$ cat src/rtl/fixed_pkg.sv
// Shared widths, FSM encoding and output-range helpers for the fixed-point MAC tail.
package fixed_pkg;

    localparam int unsigned A_DEF          = 8;
    localparam int unsigned B_DEF          = 8;
    localparam int unsigned LEN_W_DEF      = 8;
    localparam int unsigned FRAC_SHIFT_DEF = 4;
    localparam int unsigned OUT_W_DEF      = 8;

    typedef enum logic [1:0] {
        ST_IDLE   = 2'd0,
        ST_ACCUM  = 2'd1,
        ST_QUANT  = 2'd2,
        ST_OUTPUT = 2'd3
    } state_e;

    // Largest value representable in a w-bit signed word.
    function automatic longint out_max(input int unsigned w);
        return (longint'(1) <<< (w - 1)) - longint'(1);
    endfunction

    // Smallest value representable in a w-bit signed word.
    function automatic longint out_min(input int unsigned w);
        return -(longint'(1) <<< (w - 1));
    endfunction

endpackage

$ cat src/rtl/fixed_requant.sv
// Combinational requantizer: round-half-up right shift followed by saturation.
module fixed_requant
    import fixed_pkg::*;
#(
    parameter int unsigned ACC_W      = 24,
    parameter int unsigned FRAC_SHIFT = FRAC_SHIFT_DEF,
    parameter int unsigned OUT_W      = OUT_W_DEF
) (
    input  logic signed [ACC_W-1:0] acc_i,
    output logic signed [OUT_W-1:0] out_o,
    output logic                    sat_o
);

    // One extra bit so the rounding add can never wrap.
    localparam int unsigned Y_W = ACC_W + 1;
    localparam logic signed [Y_W-1:0] Y_MAX = Y_W'(out_max(OUT_W));
    localparam logic signed [Y_W-1:0] Y_MIN = Y_W'(out_min(OUT_W));

    logic signed [Y_W-1:0] x_ext;
    logic signed [Y_W-1:0] y;

    assign x_ext = Y_W'(acc_i);

    // Rounding shift only exists when there are fractional bits to drop.
    generate
        if (FRAC_SHIFT > 0) begin : g_round
            localparam logic signed [Y_W-1:0] RND = Y_W'(longint'(1) <<< (FRAC_SHIFT - 1));
            assign y = (x_ext + RND) >>> FRAC_SHIFT;
        end else begin : g_pass
            assign y = x_ext;
        end
    endgenerate

    // Clamp to the output range and flag any clamping.
    always_comb begin
        out_o = y[OUT_W-1:0];
        sat_o = 1'b0;
        if (y > Y_MAX) begin
            out_o = OUT_W'(Y_MAX);
            sat_o = 1'b1;
        end else if (y < Y_MIN) begin
            out_o = OUT_W'(Y_MIN);
            sat_o = 1'b1;
        end
    end

endmodule

$ cat src/rtl/fixed_mac_accum.sv
// Burst accumulator for multiplier products with requantized valid/ready result.
module fixed_mac_accum
    import fixed_pkg::*;
#(
    parameter int unsigned A          = A_DEF,
    parameter int unsigned B          = B_DEF,
    parameter int unsigned PROD_W     = A + B,
    parameter int unsigned LEN_W      = LEN_W_DEF,
    parameter int unsigned ACC_W      = PROD_W + LEN_W,
    parameter int unsigned FRAC_SHIFT = FRAC_SHIFT_DEF,
    parameter int unsigned OUT_W      = OUT_W_DEF
) (
    input  logic                     i_clk,
    input  logic                     i_reset,
    input  logic                     i_start,
    input  logic [LEN_W-1:0]         i_len,
    input  logic                     i_prod_valid,
    input  logic signed [PROD_W-1:0] i_prod,
    output logic                     o_prod_ready,
    output logic                     o_out_valid,
    output logic signed [OUT_W-1:0]  o_out_data,
    output logic                     o_out_sat,
    input  logic                     i_out_ready,
    output logic                     o_busy
);

    state_e                  state_q, state_d;
    logic signed [ACC_W-1:0] acc_q, acc_d;
    logic [LEN_W-1:0]        count_q, count_d;
    logic signed [OUT_W-1:0] out_data_q, out_data_d;
    logic                    out_sat_q, out_sat_d;
    logic signed [OUT_W-1:0] req_out_c;
    logic                    req_sat_c;
    logic                    accept_c;

    fixed_requant #(
        .ACC_W      (ACC_W),
        .FRAC_SHIFT (FRAC_SHIFT),
        .OUT_W      (OUT_W)
    ) u_requant (
        .acc_i (acc_q),
        .out_o (req_out_c),
        .sat_o (req_sat_c)
    );

    // Handshake and status flags decode directly from the state register.
    assign o_prod_ready = (state_q == ST_ACCUM);
    assign o_out_valid  = (state_q == ST_OUTPUT);
    assign o_busy       = (state_q != ST_IDLE);
    assign o_out_data   = out_data_q;
    assign o_out_sat    = out_sat_q;
    assign accept_c     = o_prod_ready && i_prod_valid;

    // Next-state, accumulate/count and result capture.
    always_comb begin
        state_d    = state_q;
        acc_d      = acc_q;
        count_d    = count_q;
        out_data_d = out_data_q;
        out_sat_d  = out_sat_q;
        case (state_q)
            ST_IDLE: begin
                if (i_start) begin
                    acc_d   = '0;
                    count_d = i_len;
                    state_d = (i_len != '0) ? ST_ACCUM : ST_QUANT;
                end
            end
            ST_ACCUM: begin
                if (accept_c) begin
                    acc_d   = acc_q + ACC_W'(i_prod);
                    count_d = count_q - LEN_W'(1);
                    if (count_q == LEN_W'(1)) begin
                        state_d = ST_QUANT;
                    end
                end
            end
            ST_QUANT: begin
                out_data_d = req_out_c;
                out_sat_d  = req_sat_c;
                state_d    = ST_OUTPUT;
            end
            ST_OUTPUT: begin
                if (i_out_ready) begin
                    state_d = ST_IDLE;
                end
            end
            default: begin
                state_d = ST_IDLE;
            end
        endcase
    end

    // State and datapath registers; reset abandons any in-flight burst.
    always_ff @(posedge i_clk) begin
        if (i_reset) begin
            state_q    <= ST_IDLE;
            acc_q      <= '0;
            count_q    <= '0;
            out_data_q <= '0;
            out_sat_q  <= 1'b0;
        end else begin
            state_q    <= state_d;
            acc_q      <= acc_d;
            count_q    <= count_d;
            out_data_q <= out_data_d;
            out_sat_q  <= out_sat_d;
        end
    end

endmodule
$ cat config.mk
export PLATFORM = sky130hd
export DESIGN_NAME = fixed_mac_accum
export DESIGN_NICKNAME = d
export VERILOG_FILES = /design/src/rtl/fixed_pkg.sv /design/src/rtl/fixed_requant.sv /design/src/rtl/fixed_mac_accum.sv
export SDC_FILE = /design/constraint.sdc
export NUM_CORES = 1
export LEC_CHECK = 0
export BUFFER_PORTS_ARGS = -buffer_cell sky130_fd_sc_hd__buf_2
export CORE_MARGIN = 4
export CORE_UTILIZATION = 45
export DETAILED_ROUTE_END_ITERATION = 16
export PLACE_DENSITY = 0.61
export SLEW_MARGIN = 30
export SYNTH_ARGS = -nofsm -noshare
export SYNTH_HDL_FRONTEND = slang
export SYNTH_SLANG_ARGS = --single-unit
$ cat constraint.sdc
create_clock -name i_clk -period 3.12 [get_ports i_clk]
set_input_delay 0.312 -clock i_clk [delete_from_list [all_inputs] [get_ports i_clk]]
set_output_delay 0.312 -clock i_clk [all_outputs]
set_load 0.005 [all_outputs]
==> Word-level counts from Yosys, hierarchy flattened <==
Cells that the tools add are included.
{ "op_classes": {"n_reduce_logical": 7, "muxes": 16, "addsub": 3, "n_eq_ne": 8, "order_cmp": 2} }
{ "op_table": {"columns": ["cell", "count"], "rows": [
  ["24-bit 2-to-1 mux", 2],
  ["24-bit case mux with 2 select lines", 1],
  ["8-bit 2-to-1 mux", 4],
  ["24-bit by 5-bit adder with 25-bit output (second input constant)", 1],
  ["24-bit by 16-bit adder with 24-bit output", 1],
  ["21-bit by 8-bit greater-than comparator with 1-bit output (second input constant)", 1],
  ["21-bit by 8-bit less-than comparator with 1-bit output (second input constant)", 1],
  ["8-bit case mux with 2 select lines", 1],
  ["2-bit 2-to-1 mux", 5],
  ["8-bit by 1-bit == test with 1-bit output (second input constant)", 1],
  ["2-bit case mux with 4 select lines", 1],
  ["8-bit nonzero test", 1],
  ["8-bit by 1-bit subtractor with 8-bit output (second input constant)", 1],
  ["2-bit by 1-bit inequality test with 1-bit output (second input constant)", 3],
  ["2-bit == test (second input constant)", 2],
  ["4-bit AND reduction", 1],
  ["2-bit nonzero test", 2],
  ["3-bit AND reduction", 1],
  ["2-bit by 1-bit == test with 1-bit output (second input constant)", 1],
  ["2-bit logical NOT", 1],
  ["1-bit 2-to-1 mux", 2],
  ["2-bit inequality test (second input constant)", 1],
  ["1-bit logical AND", 1]
]} }
{ "totals": {"ff_bits": 43, "out_inout_bits": 12} }

==> Longest topological paths before layout <==
{ "depth": {"word_depth": 4, "ltp_mapped": 10, "mapped_depth_nobuf": 10} }

==> Cells and area by module <==
Synthesis repeated with hierarchy kept, for this count alone.
{ "hier_totals": {"cells_unflattened": 475, "hier_area_um2": 3683.5} }
{ "by_module_without_submodules": {"columns": ["module", "seq_area_each_um2", "cells_each", "area_each_um2", "n_inst"], "rows": [
  ["fixed_mac_accum", 860.8, 380, 3051.7, 1],
  ["fixed_requant", 0.0, 95, 631.9, 1]
]} }

==> Worst setup path before layout <==
Ideal clock, no wire load.
{ "synth_path": {"path_kind": "input to register", "from": "input port i_prod[0]", "to": "register acc_q[22]", "t_required_ns": 3.003, "path_slack_ns": 0.433, "setup_ns": 0.117, "path_stages": 10, "arrival_ns": 2.570, "path_cell_list": "ha_1 -> fa_1 -> a21o_1 -> a211oi_1 -> nor3_1 -> o31ai_2 -> o21bai_1 -> a311oi_1 -> xnor2_1 -> a22o_1"} }
{ "synth_via": {"elab_chain_len": 3} }
{ "synth_lines": {"columns": ["element", "line_no", "rtl"], "rows": [
  ["from (decl)", "fixed_mac_accum.sv:18", "input logic signed [PROD_W-1:0] i_prod,"],
  ["24-bit by 16-bit adder with 24-bit output", "fixed_mac_accum.sv:71", "acc_d = acc_q + ACC_W'(i_prod);"],
  ["24-bit 2-to-1 mux", "fixed_mac_accum.sv:70", "if (accept_c) begin"],
  ["24-bit case mux with 2 select lines", "fixed_mac_accum.sv:61", "case (state_q)"],
  ["to (signal assigned)", "fixed_mac_accum.sv:98", "acc_q <= '0;"],
  ["to (signal assigned)", "fixed_mac_accum.sv:104", "acc_q <= acc_d;"],
  ["to (decl)", "fixed_mac_accum.sv:28", "logic signed [ACC_W-1:0] acc_q, acc_d;"]
]} }
No other way between the ends. The select of a mux whose other input is x is not followed.
A chain may end at the register's enable or synchronous reset.

==> Final worst setup path <==
{ "layout_path": {"from": "register acc_q[0]", "to": "register acc_q[22]"} }
{ "layout_via": {"elab_chain_len": 3} }
{ "layout_lines": {"columns": ["element", "line_no"], "rows": [
  ["24-bit by 16-bit adder with 24-bit output", "fixed_mac_accum.sv:71"],
  ["24-bit 2-to-1 mux", "fixed_mac_accum.sv:70"],
  ["24-bit case mux with 2 select lines", "fixed_mac_accum.sv:61"]
]} }
No other way between the ends. The select of a mux whose other input is x is not followed.

==> results.yml <==
synthesis:
  ys_seq_area_share_pct: 25.0
  ys_seq_elements: 43
  synth_top_family_by_area: "compound AO/OA/AOI/OAI gates"
  syn_nets: 496
  syn_area_mm2: 0.00344
  synth-xor-area-share_pct: 7.89
  synth.distinct_cells: 54
  synth-simple-area-share_pct: 22.1
  syn_area_per_cell_um2: 7.91
  synthAdderAreaFrac_pct: 11.9
  ys.warnings.count: 0
  synth_edf_count: 0
  synth_ff_type: "dfxtp_1"
  muxShareOfSynthArea_pct: 0.582
  postSynth.asyncResetShare_pct: 0
  syn-instance-count: 435
  synth_compound_area_share_pct: 28.0
worst_setup_path:
  path_max_fanout: 3
  crit_arrival_ns: 3.05
  crit_path_end_kind: "flip-flop"
  crit_path_max_incr_delay_ns: 0.41
  cpLargestDelayFamily: "compound AO/OA/AOI/OAI gates"
  path_buf_inv: 0
  critPathSlowestCell: "fa_1"
  path_class: "flip-flop to flip-flop"
  cp-start-kind: "flip-flop"
  required_ns: 3.31
  cp_cell_sequence: "ha_1 > fa_1 > a21o_1 > a211oi_1 > nor3_1 > o31ai_2 > o21bai_1 > a311oi_1 > xnor2_1 > a22o_1"
cells_and_area:
  fin_nets: 528
  fillerInstances: 718
  antenna_cells: 0
  fin_cells: 567
  area_growth_pct: 11.7
  layout-drive-gt1-share_pct: 13.0
  mostFrequentLayoutCells: "nor2_1 (46), dfxtp_1 (43), buf_2 (40)"
  final_common_cell: "nor2_1"
sta:
  hold_viol_final: 0
  drv_slew: 0
  rsz0062_at_grt: "no"
  hold_slack_ns: 0.374
  period_share_pct: 91.5
  slew-limit-headroom_pct: 48.1
  max_freq_mhz: 350
  tns_ns: 0
  period_minus_slack_ns: 2.85
  worstMarginPinSlew_ns: 0.778
  finalSetupViolCount: 0
  skew_ns: 0.00634
place:
  hpwlAfterDp_um: 6340
  io_buffers: 40
  place_inst: 559
  place.gp.congestion: 0.853
cts:
  postCtsHoldBufs: 0
  cts-resized-gates: 0
  clk-insertion-delay-late_ns: 0.29
  clock_path_buffers: 2
  htreeDepth: 2
  cts_setup_buffers: 0
  cts_tree: "built"
  clk_pin_slew_worst_paths_ns: 0.08
  numCtsBuffers: 5
  cts-root-buf: "clkbuf_8"
  clock-sinks: 43
die:
  io_pins: 41
  die_x_um: 95.4
  initial_core_util_pct: 46.9
  core-area_mm2: 0.00733
  rows: 31
  dieArea_mm2: 0.00911
  die_h_um: 95.4
power_and_ir_drop:
  power-per-cell-area_mw_per_mm2: 642
  p_leak_nw: 1.65
  ir_drop_uv: 342
  power_mw: 2.46
detailed_routing:
  detail_route.first_pass.iterations: 5
  wl_um: 8320
  vias: 3272
  drc: 0
  ant_nets: 0
  routedWlPerCell_um: 14.7
  drtIter0Drc: 111
  viasPerCell: 5.77
global_route:
  grt_max_degree: 30
  grt_overflow: 0
  antenna_found_initial: 0
  grt_pass1_vias: 2978
  grt.total_usage_pct: 19.0
  grt_first_pass_wirelength_um: 14000
worst_hold_path:
  holdCritPathClass: "primary input to flip-flop"
job:
  max_cap_violations: 0
status:
  outcome: "finished, final reports clean"
[synth_stat cells (all sizes together) (3+ instances only)]
cell type | number | area, um^2
a211oi | 8 | 60.1
a21o | 10 | 75.1
a21oi | 28 | 140
a22o | 10 | 87.6
a22oi | 12 | 90.1
a311oi | 3 | 26.3
a31oi | 7 | 43.8
a32oi | 4 | 35.0
a41oi | 3 | 26.3
and3 | 10 | 62.6
buf | 5 | 40.0
clkbuf | 16 | 60.1
dfxtp | 43 | 861
ha | 31 | 388
inv | 15 | 56.3
nand2 | 28 | 105
nand2b | 7 | 46.3
nand3 | 13 | 77.6
nand4 | 8 | 50.1
nor2 | 46 | 173
nor2b | 5 | 31.3
nor3 | 15 | 75.1
nor4 | 3 | 18.8
o211ai | 9 | 67.6
o21a | 5 | 37.5
o21ai | 22 | 110
o21bai | 4 | 30.0
o22ai | 4 | 25.0
or3 | 5 | 31.3
xnor2 | 21 | 184
xor2 | 10 | 87.6
[metrics by stage]
step,util (%),worst slack [ns],instance area [um^2]
finish,52.4,0.266,3840
global route,52.4,0.0920,3840
CTS,52.4,0.250,3840
detailed placement,50.6,0.151,3710
global placement,50.6,0.207,3710
floorplan,-,0.433,3440
[registers in the layout (all words and copies together) (netlist names)]
register / cells
o_out_sat: 1
acc_q: 24
count_q: 8
state_q: 2
o_out_data: 8
[power by group]
part / leakage, nW / total, mW / switching [mW] / internal [mW]
Clock: 0.0654 / 0.517 / 0.197 / 0.320
Sequential: 0.350 / 0.781 / 0.118 / 0.663
Combinational: 1.24 / 1.17 / 0.686 / 0.481
[cell type report]
cell class                 instances  area (um^2)  area share (%)
timing repair buffer              46          245            6.38
inverter                          15         56.3            1.47
sequential                        43          861            22.4
clock buffer                       6         72.6            1.89
tap                               99          124            3.22
multi-input combinational        356         2420            63.1
clock inverter                     2         60.1            1.56
[metal layers]
layer	vias up	part of all wire [%]	global-route usage, %
li1	1685	-	-
met1	1507	51	27.7
met2	73	44	29.5
met3	7	4.5	2.84
met4	0	0.91	4.03
met5	-	0	0
[tightest hold or removal path: cells and delay by family]
family / cells / cell delay [ns]
compound gates: 2 / 0.22
buf+inv: 1 / 0.10
[cells by family after synthesis]
logic type	Yosys count
xor gates and xnor gates	31
and+or+nand+nor	151
muxes	2
adders and majority gates	32
DFF	43
AOI/OAI and AO/OA	140
buffers and inverters	36
[worst paths after layout]
| path | start | end | slack (ns) | depth (start not counted) |
|---|---|---|---|---|
| worst min register to register | count_q[7] | count_q[7] | 0.48 | 2 |
| worst max-delay path | acc_q[0] | acc_q[22] | 0.27 | 10 |
| worst max register to register | acc_q[0] | acc_q[22] | 0.27 | 10 |
| worst min-delay path | i_len[0] | count_q[0] | 0.37 | 3 |
Power figures use the tool's default switching activity.
